===== src/rtl/hid_ng.sv =====
// HID hub: decodes MCU command/payload bytes into keyboard matrix, mouse,
// joystick and numpad state, and reports synchronised DB9 port changes by interrupt.
module hid_ng #(
    parameter int NJOY = 2,
    parameter int NDB9 = 1,
    parameter int ROWS = 8,
    parameter int COLS = 8
) (
    input  logic                clk,
    input  logic                reset,
    input  logic                data_in_strobe,
    input  logic                data_in_start,
    input  logic [7:0]          data_in,
    output logic [7:0]          data_out,
    input  logic [6*NDB9-1:0]   db9_port,
    output logic                irq,
    input  logic                iack,
    output logic [8*NJOY-1:0]   joystick,
    output logic [8*NJOY-1:0]   joystick_ax,
    output logic [8*NJOY-1:0]   joystick_ay,
    output logic [8*NJOY-1:0]   extra_button,
    output logic [NJOY-1:0]     joystick_strobe,
    output logic [7:0]          numpad,
    output logic [1:0]          mouse_btns,
    output logic [7:0]          mouse_x,
    output logic [7:0]          mouse_y,
    output logic                mouse_strobe,
    input  logic [ROWS-1:0]     keyboard_matrix_out,
    output logic [COLS-1:0]     keyboard_matrix_in
);

    localparam logic [7:0] CMD_STATUS  = 8'h00;
    localparam logic [7:0] CMD_KEY     = 8'h01;
    localparam logic [7:0] CMD_MOUSE   = 8'h02;
    localparam logic [7:0] CMD_JOY     = 8'h03;
    localparam logic [7:0] CMD_DB9     = 8'h04;
    localparam logic [7:0] CMD_CAUSE   = 8'h05;
    localparam logic [7:0] CMD_RELEASE = 8'h06;
    // Unassigned opcode: payload bytes after reset fall through until a real start.
    localparam logic [7:0] CMD_NONE    = 8'hFF;
    localparam logic [7:0] NUMPAD_DEV  = 8'h80;
    localparam logic [7:0] STATUS_ID   = {4'(NJOY), 4'(NDB9)};

    logic [7:0]                cmd;
    logic [3:0]                idx;
    logic                      key_rel;
    logic [6:0]                key_row;
    logic [7:0]                joy_dev;
    logic                      irq_enable;
    logic [NDB9-1:0]           change_mask;
    logic [NDB9-1:0]           db9_change;
    logic [6*NDB9-1:0]         db9_s1;
    logic [6*NDB9-1:0]         db9_s2;
    logic [ROWS-1:0][COLS-1:0] key;

    // NOTE: every variable written in always_comb gets a default first, so no latch is inferred.
    always_comb begin
        db9_change = '0;
        for (int k = 0; k < NDB9; k++)
            db9_change[k] = |(db9_s1[6*k +: 6] ^ db9_s2[6*k +: 6]);
    end

    // Wired-AND of every row currently pulled low; idle columns read high.
    always_comb begin
        keyboard_matrix_in = '1;
        for (int r = 0; r < ROWS; r++)
            if (!keyboard_matrix_out[r])
                keyboard_matrix_in = keyboard_matrix_in & key[r];
    end

    // NOTE: state is updated with non-blocking assignments only; later assignments in the block override earlier defaults.
    always_ff @(posedge clk) begin
        if (reset) begin
            cmd             <= CMD_NONE;
            idx             <= '0;
            key_rel         <= 1'b0;
            key_row         <= '0;
            joy_dev         <= '0;
            irq             <= 1'b0;
            irq_enable      <= 1'b0;
            change_mask     <= '0;
            db9_s1          <= db9_port;
            db9_s2          <= db9_port;
            // NOTE: the key array is a flop bank with a reset value, not a RAM; all keys start released.
            key             <= '1;
            data_out        <= '0;
            joystick        <= '0;
            joystick_ax     <= '0;
            joystick_ay     <= '0;
            extra_button    <= '0;
            joystick_strobe <= '0;
            numpad          <= '0;
            mouse_btns      <= '0;
            mouse_x         <= '0;
            mouse_y         <= '0;
            mouse_strobe    <= 1'b0;
        end else begin
            mouse_strobe    <= 1'b0;
            joystick_strobe <= '0;
            db9_s1          <= db9_port;
            db9_s2          <= db9_s1;
            change_mask     <= change_mask | db9_change;

            if (data_in_strobe && data_in_start) begin
                cmd <= data_in;
                idx <= '0;
            end else if (data_in_strobe) begin
                if (idx != 4'hF)
                    idx <= idx + 4'd1;
                case (cmd)
                    CMD_STATUS: begin
                        if (idx == 4'd0)      data_out <= 8'h02;
                        else if (idx == 4'd1) data_out <= STATUS_ID;
                    end
                    CMD_KEY: begin
                        if (idx == 4'd0) begin
                            {key_rel, key_row} <= data_in;
                        end else if (idx == 4'd1) begin
                            // Out-of-range row/column simply matches no cell.
                            for (int r = 0; r < ROWS; r++)
                                for (int c = 0; c < COLS; c++)
                                    if (key_row == 7'(r) && data_in == 8'(c))
                                        key[r][c] <= key_rel;
                        end
                    end
                    CMD_MOUSE: begin
                        if (idx == 4'd0)      mouse_btns <= data_in[1:0];
                        else if (idx == 4'd1) mouse_x    <= data_in;
                        else if (idx == 4'd2) begin
                            mouse_y      <= data_in;
                            mouse_strobe <= 1'b1;
                        end
                    end
                    CMD_JOY: begin
                        if (idx == 4'd0) begin
                            joy_dev <= data_in;
                        end else begin
                            if (joy_dev == NUMPAD_DEV && idx == 4'd1)
                                numpad <= data_in;
                            for (int d = 0; d < NJOY; d++) begin
                                if (joy_dev == 8'(d)) begin
                                    case (idx)
                                        4'd1: joystick[8*d +: 8]     <= data_in;
                                        4'd2: joystick_ax[8*d +: 8]  <= data_in;
                                        4'd3: joystick_ay[8*d +: 8]  <= data_in;
                                        4'd4: begin
                                            extra_button[8*d +: 8] <= data_in;
                                            joystick_strobe[d]     <= 1'b1;
                                        end
                                        default: ;
                                    endcase
                                end
                            end
                        end
                    end
                    CMD_DB9: begin
                        data_out <= 8'h00;
                        for (int k = 0; k < NDB9; k++)
                            if (idx == 4'(k))
                                data_out <= {2'b00, db9_s2[6*k +: 6]};
                        if (idx == 4'd0)
                            irq_enable <= 1'b1;
                    end
                    CMD_CAUSE: begin
                        if (idx == 4'd0) begin
                            data_out    <= 8'(change_mask);
                            change_mask <= db9_change;
                        end
                    end
                    CMD_RELEASE: begin
                        if (idx == 4'd0)
                            key <= '1;
                    end
                    default: ;
                endcase
            end

            // A fresh interrupt takes priority over an acknowledge in the same cycle.
            if (|db9_change && irq_enable) begin
                irq        <= 1'b1;
                irq_enable <= 1'b0;
            end else if (iack) begin
                irq <= 1'b0;
            end
        end
    end

endmodule


===== config.mk =====
export PLATFORM = sky130hd
export DESIGN_NAME = hid_ng
export DESIGN_NICKNAME = d
export VERILOG_FILES = /design/src/rtl/hid_ng.sv
export SDC_FILE = /design/constraint.sdc
export NUM_CORES = 1
export LEC_CHECK = 0
export BUFFER_PORTS_ARGS = -buffer_cell sky130_fd_sc_hd__buf_2
export CELL_PAD_IN_SITES_DETAIL_PLACEMENT = 2
export CELL_PAD_IN_SITES_GLOBAL_PLACEMENT = 2
export CORE_MARGIN = 2
export CORE_UTILIZATION = 35
export CTS_CLUSTER_DIAMETER = 50
export DETAILED_ROUTE_END_ITERATION = 10
export GPL_TIMING_DRIVEN = 0
export MAX_ROUTING_LAYER = met4
export PLACE_DENSITY_LB_ADDON = 0.1
export SLEW_MARGIN = 15
export SYNTH_ARGS = -nofsm -noshare
export SYNTH_HDL_FRONTEND = slang
export SYNTH_SLANG_ARGS = --single-unit

===== constraint.sdc =====
create_clock -name clk -period 3.65 [get_ports clk]
set_clock_uncertainty 0.2 [all_clocks]
set_input_delay 0.1825 -clock clk [delete_from_list [all_inputs] [get_ports clk]]
set_output_delay 0.1825 -clock clk [all_outputs]
set_load 0.005 [all_outputs]

==> out/metrics.csv, run 1 <==
stage;metric;value;unit
route;wire_per_inst;22.4;um
sta;finalSetupTns;0;ns
run;cap_violations;0;
yosys;synth_edf_count;0;
yosys;ys_seq_elements;206;
pwr;power-per-cell-area;519;mW/mm^2
route;viasPerCell;5.50;
sta;period_share;0.862;
grt;antenna_found_initial;1;
final_layout;nets;1145;
final_layout;drive_gt1_frac;0.206;
clocking;clkTransAtPathRegs;0.06;ns
pwr;vdd_drop_max;430;uV
route;drt-total-wl;32900;um
die;die-area;0.0264;mm^2
yosys;ys_seq_area_frac;0.468;
clocking;h-tree-depth;1;
die;coreArea;0.0250;mm^2
route;drt_iter0_drc;478;
sta;rsz0062_at_grt;no;
clocking;clk_latency;0.54;ns
final_layout;area_growth;26.4;%
sta;setup_viol;0;
outcome;status;finished clean;
setup_path;end_kind;register;
yosys;syn-cell-area;0.00881;mm^2
yosys;muxShareOfSynthArea;0.104;
pwr;pwr-share-clk;0.563;
pwr;p_int;4.42;mW
setup_path;worst-setup-path-type;register to register;
grt;grt_max_degree;15;
grt;grtUsageTotal;0.256;
yosys;avgSynthCellArea;9.36;um^2
yosys;synth_cells;941;
pwr;p_comb_frac;0.042;
setup_path;crit_required;3.86;ns
grt;grt_overflow;0;
final_layout;layout_commonest_cell;dfxtp_1;
pwr;swShare;0.234;
clocking;root_buffer;clkbuf_16;
placement;place_congestion;0.798;
sta;post-route-min-period;3.15;ns
pwr;p_sw;1.35;mW
clocking;cts_tree;built;
die;die_w;163;um
placement;io_buffers;124;
die;ioPinCount;137;
clocking;clk_path_buf_depth;3;
yosys;synth_xor_xnor_area_share;0.00895;
yosys;yosys_warnings;0;
route;firstDrtPassIters;4;
route;final_antenna_net_count;0;
sta;worst_slew_pin_slew;1.21;ns
pwr;fin_total_pwr;5.77;mW
sta;hold_viol_final;0;
sta;slew_headroom;0.192;
yosys;ys_types;50;
yosys;synthArstFlopShare;0;
pwr;power_frac_seq;0.396;
yosys;yosys.area_share.adder;0.00568;
grt;grt_first_pass_wirelength;51300;um
sta;fmax;318;MHz
grt;grt_pass1_vias;8608;
setup_path;worstPathArrival;3.36;ns
placement;dp_hpwl;22800;um
yosys;synth_ff_type;dfxtp_1;
sta;slew_viol_final;0;
clocking;cts_setup_buffers;0;
yosys;synth_compound_area_frac;0.209;
setup_path;cp_max_fo;8;
die;initial_utilization;0.353;
route;drc_errors;0;
pwr;leakagePower;4.43;nW
final_layout;layout_common_cells;dfxtp_1 (206), buf_2 (143), o22ai_1 (97), nor2_1 (94), mux2i_1 (85);
clocking;cts_made_buffers;31;
yosys;yosys.area_share.simple;0.155;
die;rows;58;
route;vias;8075;
die;die-height;163;um
clocking;clock-sinks;206;
yosys;synth_top_family_by_area;compound AO/OA/AOI/OAI gates;
setup_path;cp-start-kind;register;
min_path;hold_class;input port to register;
cells by family after synthesis:
family,Yosys count
AOI/OAI and AO/OA,272
and+or+nand+nor,260
DFF,206
buffers and inverters,98
muxes,91
xor gates and xnor gates,9
adders and majority gates,4
other,1
Yosys cell counts (7+ instances only):
master | number | area (um^2)
a211o_1 | 8 | 70.1
a21boi_0 | 47 | 353
a21boi_1 | 17 | 128
a21oi_1 | 33 | 165
and3_1 | 10 | 62.6
buf_2 | 19 | 95.1
clkbuf_1 | 62 | 233
dfxtp_1 | 206 | 4120
inv_1 | 7 | 26.3
mux2i_1 | 85 | 851
nand2_1 | 57 | 214
nand3_1 | 11 | 55.1
nor2_1 | 94 | 353
nor3_1 | 12 | 60.1
nor4_1 | 13 | 81.3
nor4_2 | 9 | 113
o22ai_1 | 97 | 607
o31ai_1 | 65 | 488
or4_1 | 8 | 60.1
flip-flops by register name, indices dropped and copies added, names as in the netlist, 6 cells and up:
name          flops
joy_dev           8
mouse_x           8
joystick_ax      16
key_row           7
db9_s1            6
extra_button     16
joystick         16
cmd               8
data_out          6
mouse_y           8
key              64
joystick_ay      16
numpad            8
db9_s2            6
critical path: stages (launching register included):
cell and delay [ns]:
dfxtp_1 0.34, inv_1 0.13, ha_1 0.27, nor3b_1 0.80, nand3_1 0.33, nor2_2 0.60
mux2i_1 0.28, nor2_1 0.06
power by group through the flow:
| stage | Sequential, mW | Combinational, mW | Clock, mW |
|---|---|---|---|
| after floorplan | 2.33 | 0.138 | 0 |
| after global placement | 2.33 | 0.224 | 0 |
| after detailed placement | 2.33 | 0.227 | 0 |
| after CTS | 2.28 | 0.242 | 3.29 |
| after global routing | 2.29 | 0.263 | 3.41 |
| final | 2.28 | 0.241 | 3.25 |
layer usage:
metal / vias to the layer above / wire length (um) / global-route usage
met5: - / 0 / -
met4: 0 / 348 / 0.0467
met3: 31 / 1240 / 0.0349
met2: 138 / 15600 / 0.415
met1: 4088 / 15800 / 0.346
li1: 3818 / - / -
final cells by class:
| class | count | area (um^2) |
|---|---|---|
| Timing Repair Buffer | 139 | 771 |
| Multi-Input combinational cell | 638 | 4280 |
| Sequential cell | 206 | 4120 |
| Clock buffer | 34 | 797 |
| Inverter | 7 | 26.3 |
| Fill cell | 2728 | 13800 |
| Tap cell | 330 | 413 |
| Buffer | 91 | 392 |
| Clock inverter | 21 | 324 |
| Antenna cell | 2 | 5.00 |
worst paths after layout:
| kind | start | end | slack, ns | cells past startpoint |
|---|---|---|---|---|
| min | data_in_start | mouse_btns[1] | 0.06 | 5 |
| max | idx[0] | key_row[1] | 0.50 | 7 |
| max reg2reg | idx[0] | key_row[1] | 0.50 | 7 |
| min reg2reg | joystick_ax[7] | joystick_ax[7] | 0.25 | 2 |
metrics by stage:
step	area, um^2	hold WS [ns]	utilization	instances	worst slack, ns
5_1_grt	11100	0.0930	0.446	1467	0.253
3_3_place_gp	9840	0.0983	0.394	1396	0.563
6_report	11100	0.0568	0.446	1468	0.503
3_5_place_dp	9850	0.107	0.395	1396	0.487
4_1_cts	11100	0.0375	0.446	1466	0.452
2_1_floorplan	8810	0.0102	-	942	1.01
timing repair:
item / CTS / global route
endpoints found under the setup margin: 0 / 0
hold buffers: 15 / 0
hold endpoints to repair: 46 / 0
gates resized for setup: 0 / 0
(Power assumes the default switching activity.)
==> run 2, diff against run 1 <==
--- a/config.mk
+++ b/config.mk
@@ -14,7 +14,7 @@
 export DETAILED_ROUTE_END_ITERATION = 10
 export GPL_TIMING_DRIVEN = 0
 export MAX_ROUTING_LAYER = met4
-export PLACE_DENSITY_LB_ADDON = 0.1
+export PLACE_DENSITY_LB_ADDON = 0.08
 export SLEW_MARGIN = 15
 export SYNTH_ARGS = -nofsm -noshare
 export SYNTH_HDL_FRONTEND = slang
==> out/metrics.csv, run 2 (synthesis results as in run 1) <==
stage;metric;value;unit;change
final_layout;largest_register_ffs;64;;unchanged
grt;grt_overflow;0;;unchanged
route;viasPerCell;5.50;;about the same
sta;period_share;0.853;;was 0.862
sta;fmax;321;MHz;was 318 MHz
die;die_w;163;um;unchanged
final_layout;diodes;0;;was 2
run;cap_violations;0;;unchanged
pwr;p_int;3.98;mW;was 4.42 mW
placement;post-place-ws;0.502;ns;was 0.487 ns
placement;dp_hpwl;22700;um;was 22,800 um
grt;grt_max_degree;14;;was 15
outcome;status;finished clean;;unchanged
sta;finalSetupTns;0;ns;unchanged
clocking;cts_setup_buffers;0;;unchanged
sta;slew_viol_final;0;;unchanged
sta;layout_setup_ws;0.535;ns;was 0.503 ns
clocking;cts_resized;0;;unchanged
clocking;h-tree-depth;1;;unchanged
pwr;power_frac_seq;0.437;;was 0.396
setup_path;worstPathArrival;3.32;ns;was 3.36 ns
grt;grt_first_pass_wirelength;50700;um;was 51,300 um
clocking;clk_latency;0.53;ns;was 0.54 ns
die;ioPinCount;137;;unchanged
clocking;clkTransAtPathRegs;0.06;ns;about the same
setup_path;end_kind;register;;unchanged
clocking;clock-sinks;206;;unchanged
route;drc_errors;0;;unchanged
route;firstDrtPassIters;5;;was 4
sta;worst_slew_pin_slew;1.17;ns;was 1.21 ns
sta;slew_headroom;0.211;;was 0.192
route;wire_per_inst;22.4;um;about the same
min_path;hold_class;input port to register;;unchanged
die;coreArea;0.0250;mm^2;unchanged
grt;antenna_found_initial;0;;was 1
route;final_antenna_net_count;0;;unchanged
die;die-area;0.0264;mm^2;unchanged
pwr;fin_total_pwr;5.23;mW;was 5.77 mW
final_layout;nets;1143;;was 1,145
clocking;root_buffer;clkbuf_16;;unchanged
setup_path;worst-setup-path-type;input port to register;;was register to register
sta;post-route-min-period;3.11;ns;was 3.15 ns
die;rows;58;;unchanged
pwr;leakagePower;4.33;nW;was 4.43 nW
route;drt-total-wl;32600;um;was 32,900 um
grt;grt_pass1_vias;8503;;was 8,608
pwr;p_sw;1.25;mW;was 1.35 mW
die;initial_utilization;0.353;;unchanged
pwr;swShare;0.239;;was 0.234
route;drt_iter0_drc;447;;was 478
setup_path;cp_max_fo;8;;unchanged
setup_path;cp-start-kind;input port;;was register
clocking;cts_made_buffers;29;;was 31
pwr;power-per-cell-area;478;mW/mm^2;was 519 mW/mm^2
clocking;clk_path_buf_depth;3;;unchanged
final_layout;top_register;key;;unchanged
pwr;p_comb_frac;0.046;;was 0.042
pwr;pwr-share-clk;0.517;;was 0.563
final_layout;layout_common_cells;dfxtp_1 (206), buf_2 (143), o22ai_1 (97), nor2_1 (94), mux2i_1 (85);;unchanged
placement;io_buffers;124;;unchanged
setup_path;crit_required;3.85;ns;was 3.86 ns
grt;grtUsageTotal;0.252;;was 0.256
pwr;vdd_drop_max;387;uV;was 430 uV
final_layout;layout_commonest_cell;dfxtp_1;;unchanged
route;vias;8035;;was 8,075
sta;setup_viol;0;;unchanged
final_layout;drive_gt1_frac;0.202;;was 0.206
sta;hold_viol_final;0;;unchanged
clocking;cts_tree;built;;unchanged
placement;place_congestion;0.880;;was 0.798
die;die-height;163;um;unchanged
final_layout;area_growth;24.2;%;was 26.4%
sta;rsz0062_at_grt;no;;unchanged
run 2: changes by cell type in the layout (fill, tap and decap cells not counted), sizes merged:
cell | before | now
bufinv | 7 | 1
clkbuf | 99 | 104
inv | 13 | 9
clkinv | 5 | 3
diode | 2 | 0
clkinvlp | 3 | 4
run 2: worst paths after layout:
check | from | endpoint | slack (ns) | depth (start not counted)
max | data_in[4] | key[58] | 0.54 | 8
min | data_in_start | mouse_btns[1] | 0.04 | 5
max reg2reg | idx[0] | key_row[1] | 0.57 | 7
min reg2reg | joystick_ax[6] | joystick_ax[6] | 0.25 | 2
run 2: worst max-delay path, stage by stage:
cell and delay, ns:
dlygate4sd3_1 0.54, buf_2 0.19, or4_1 0.51, clkbuf_1 0.26, nor4_2 1.01, a21boi_0 0.34, o22ai_1 0.20, o31ai_1 0.09
run 2: layout make-up:
type,count,area [um^2]
well taps,330,413
repair buffers,139,771
fillers,2768,14000
inverters,7,26.3
clock buffers,39,823
plain buffers,91,392
multi-input cells,638,4290
flip-flops and latches,206,4120
clock inverters,10,96.3
run 2: per-layer routing:
metal / share of wire / global-route usage / vias up
met5: 0 / - / -
met4: 0.013 / 0.0479 / 0
met3: 0.055 / 0.0448 / 37
met2: 0.45 / 0.389 / 181
met1: 0.49 / 0.350 / 4015
li1: - / - / 3802
run 2: timing repair:
action,CTS,global route
hold buffers,15,0
endpoints found under the hold margin,46,0
endpoints found under the setup margin,0,0
run 2: stage by stage:
step | utilization | area (um^2) | std cells | hold WS [ns]
floorplan | - | 8810 | 942 | 0.0102
global placement | 0.394 | 9840 | 1396 | 0.0999
detailed placement | 0.395 | 9850 | 1396 | 0.103
CTS | 0.438 | 10900 | 1460 | 0.0280
global route | 0.438 | 10900 | 1460 | 0.0934
finish | 0.438 | 10900 | 1460 | 0.0404
run 2: power groups by stage:
| stage | sequential (mW) | combinational [mW] | clock, mW |
|---|---|---|---|
| after global placement | 2.33 | 0.225 | 0 |
| final | 2.28 | 0.241 | 2.71 |
| after CTS | 2.28 | 0.241 | 2.76 |
| after detailed placement | 2.33 | 0.227 | 0 |
| after global routing | 2.29 | 0.262 | 2.87 |
| after floorplan | 2.33 | 0.138 | 0 |
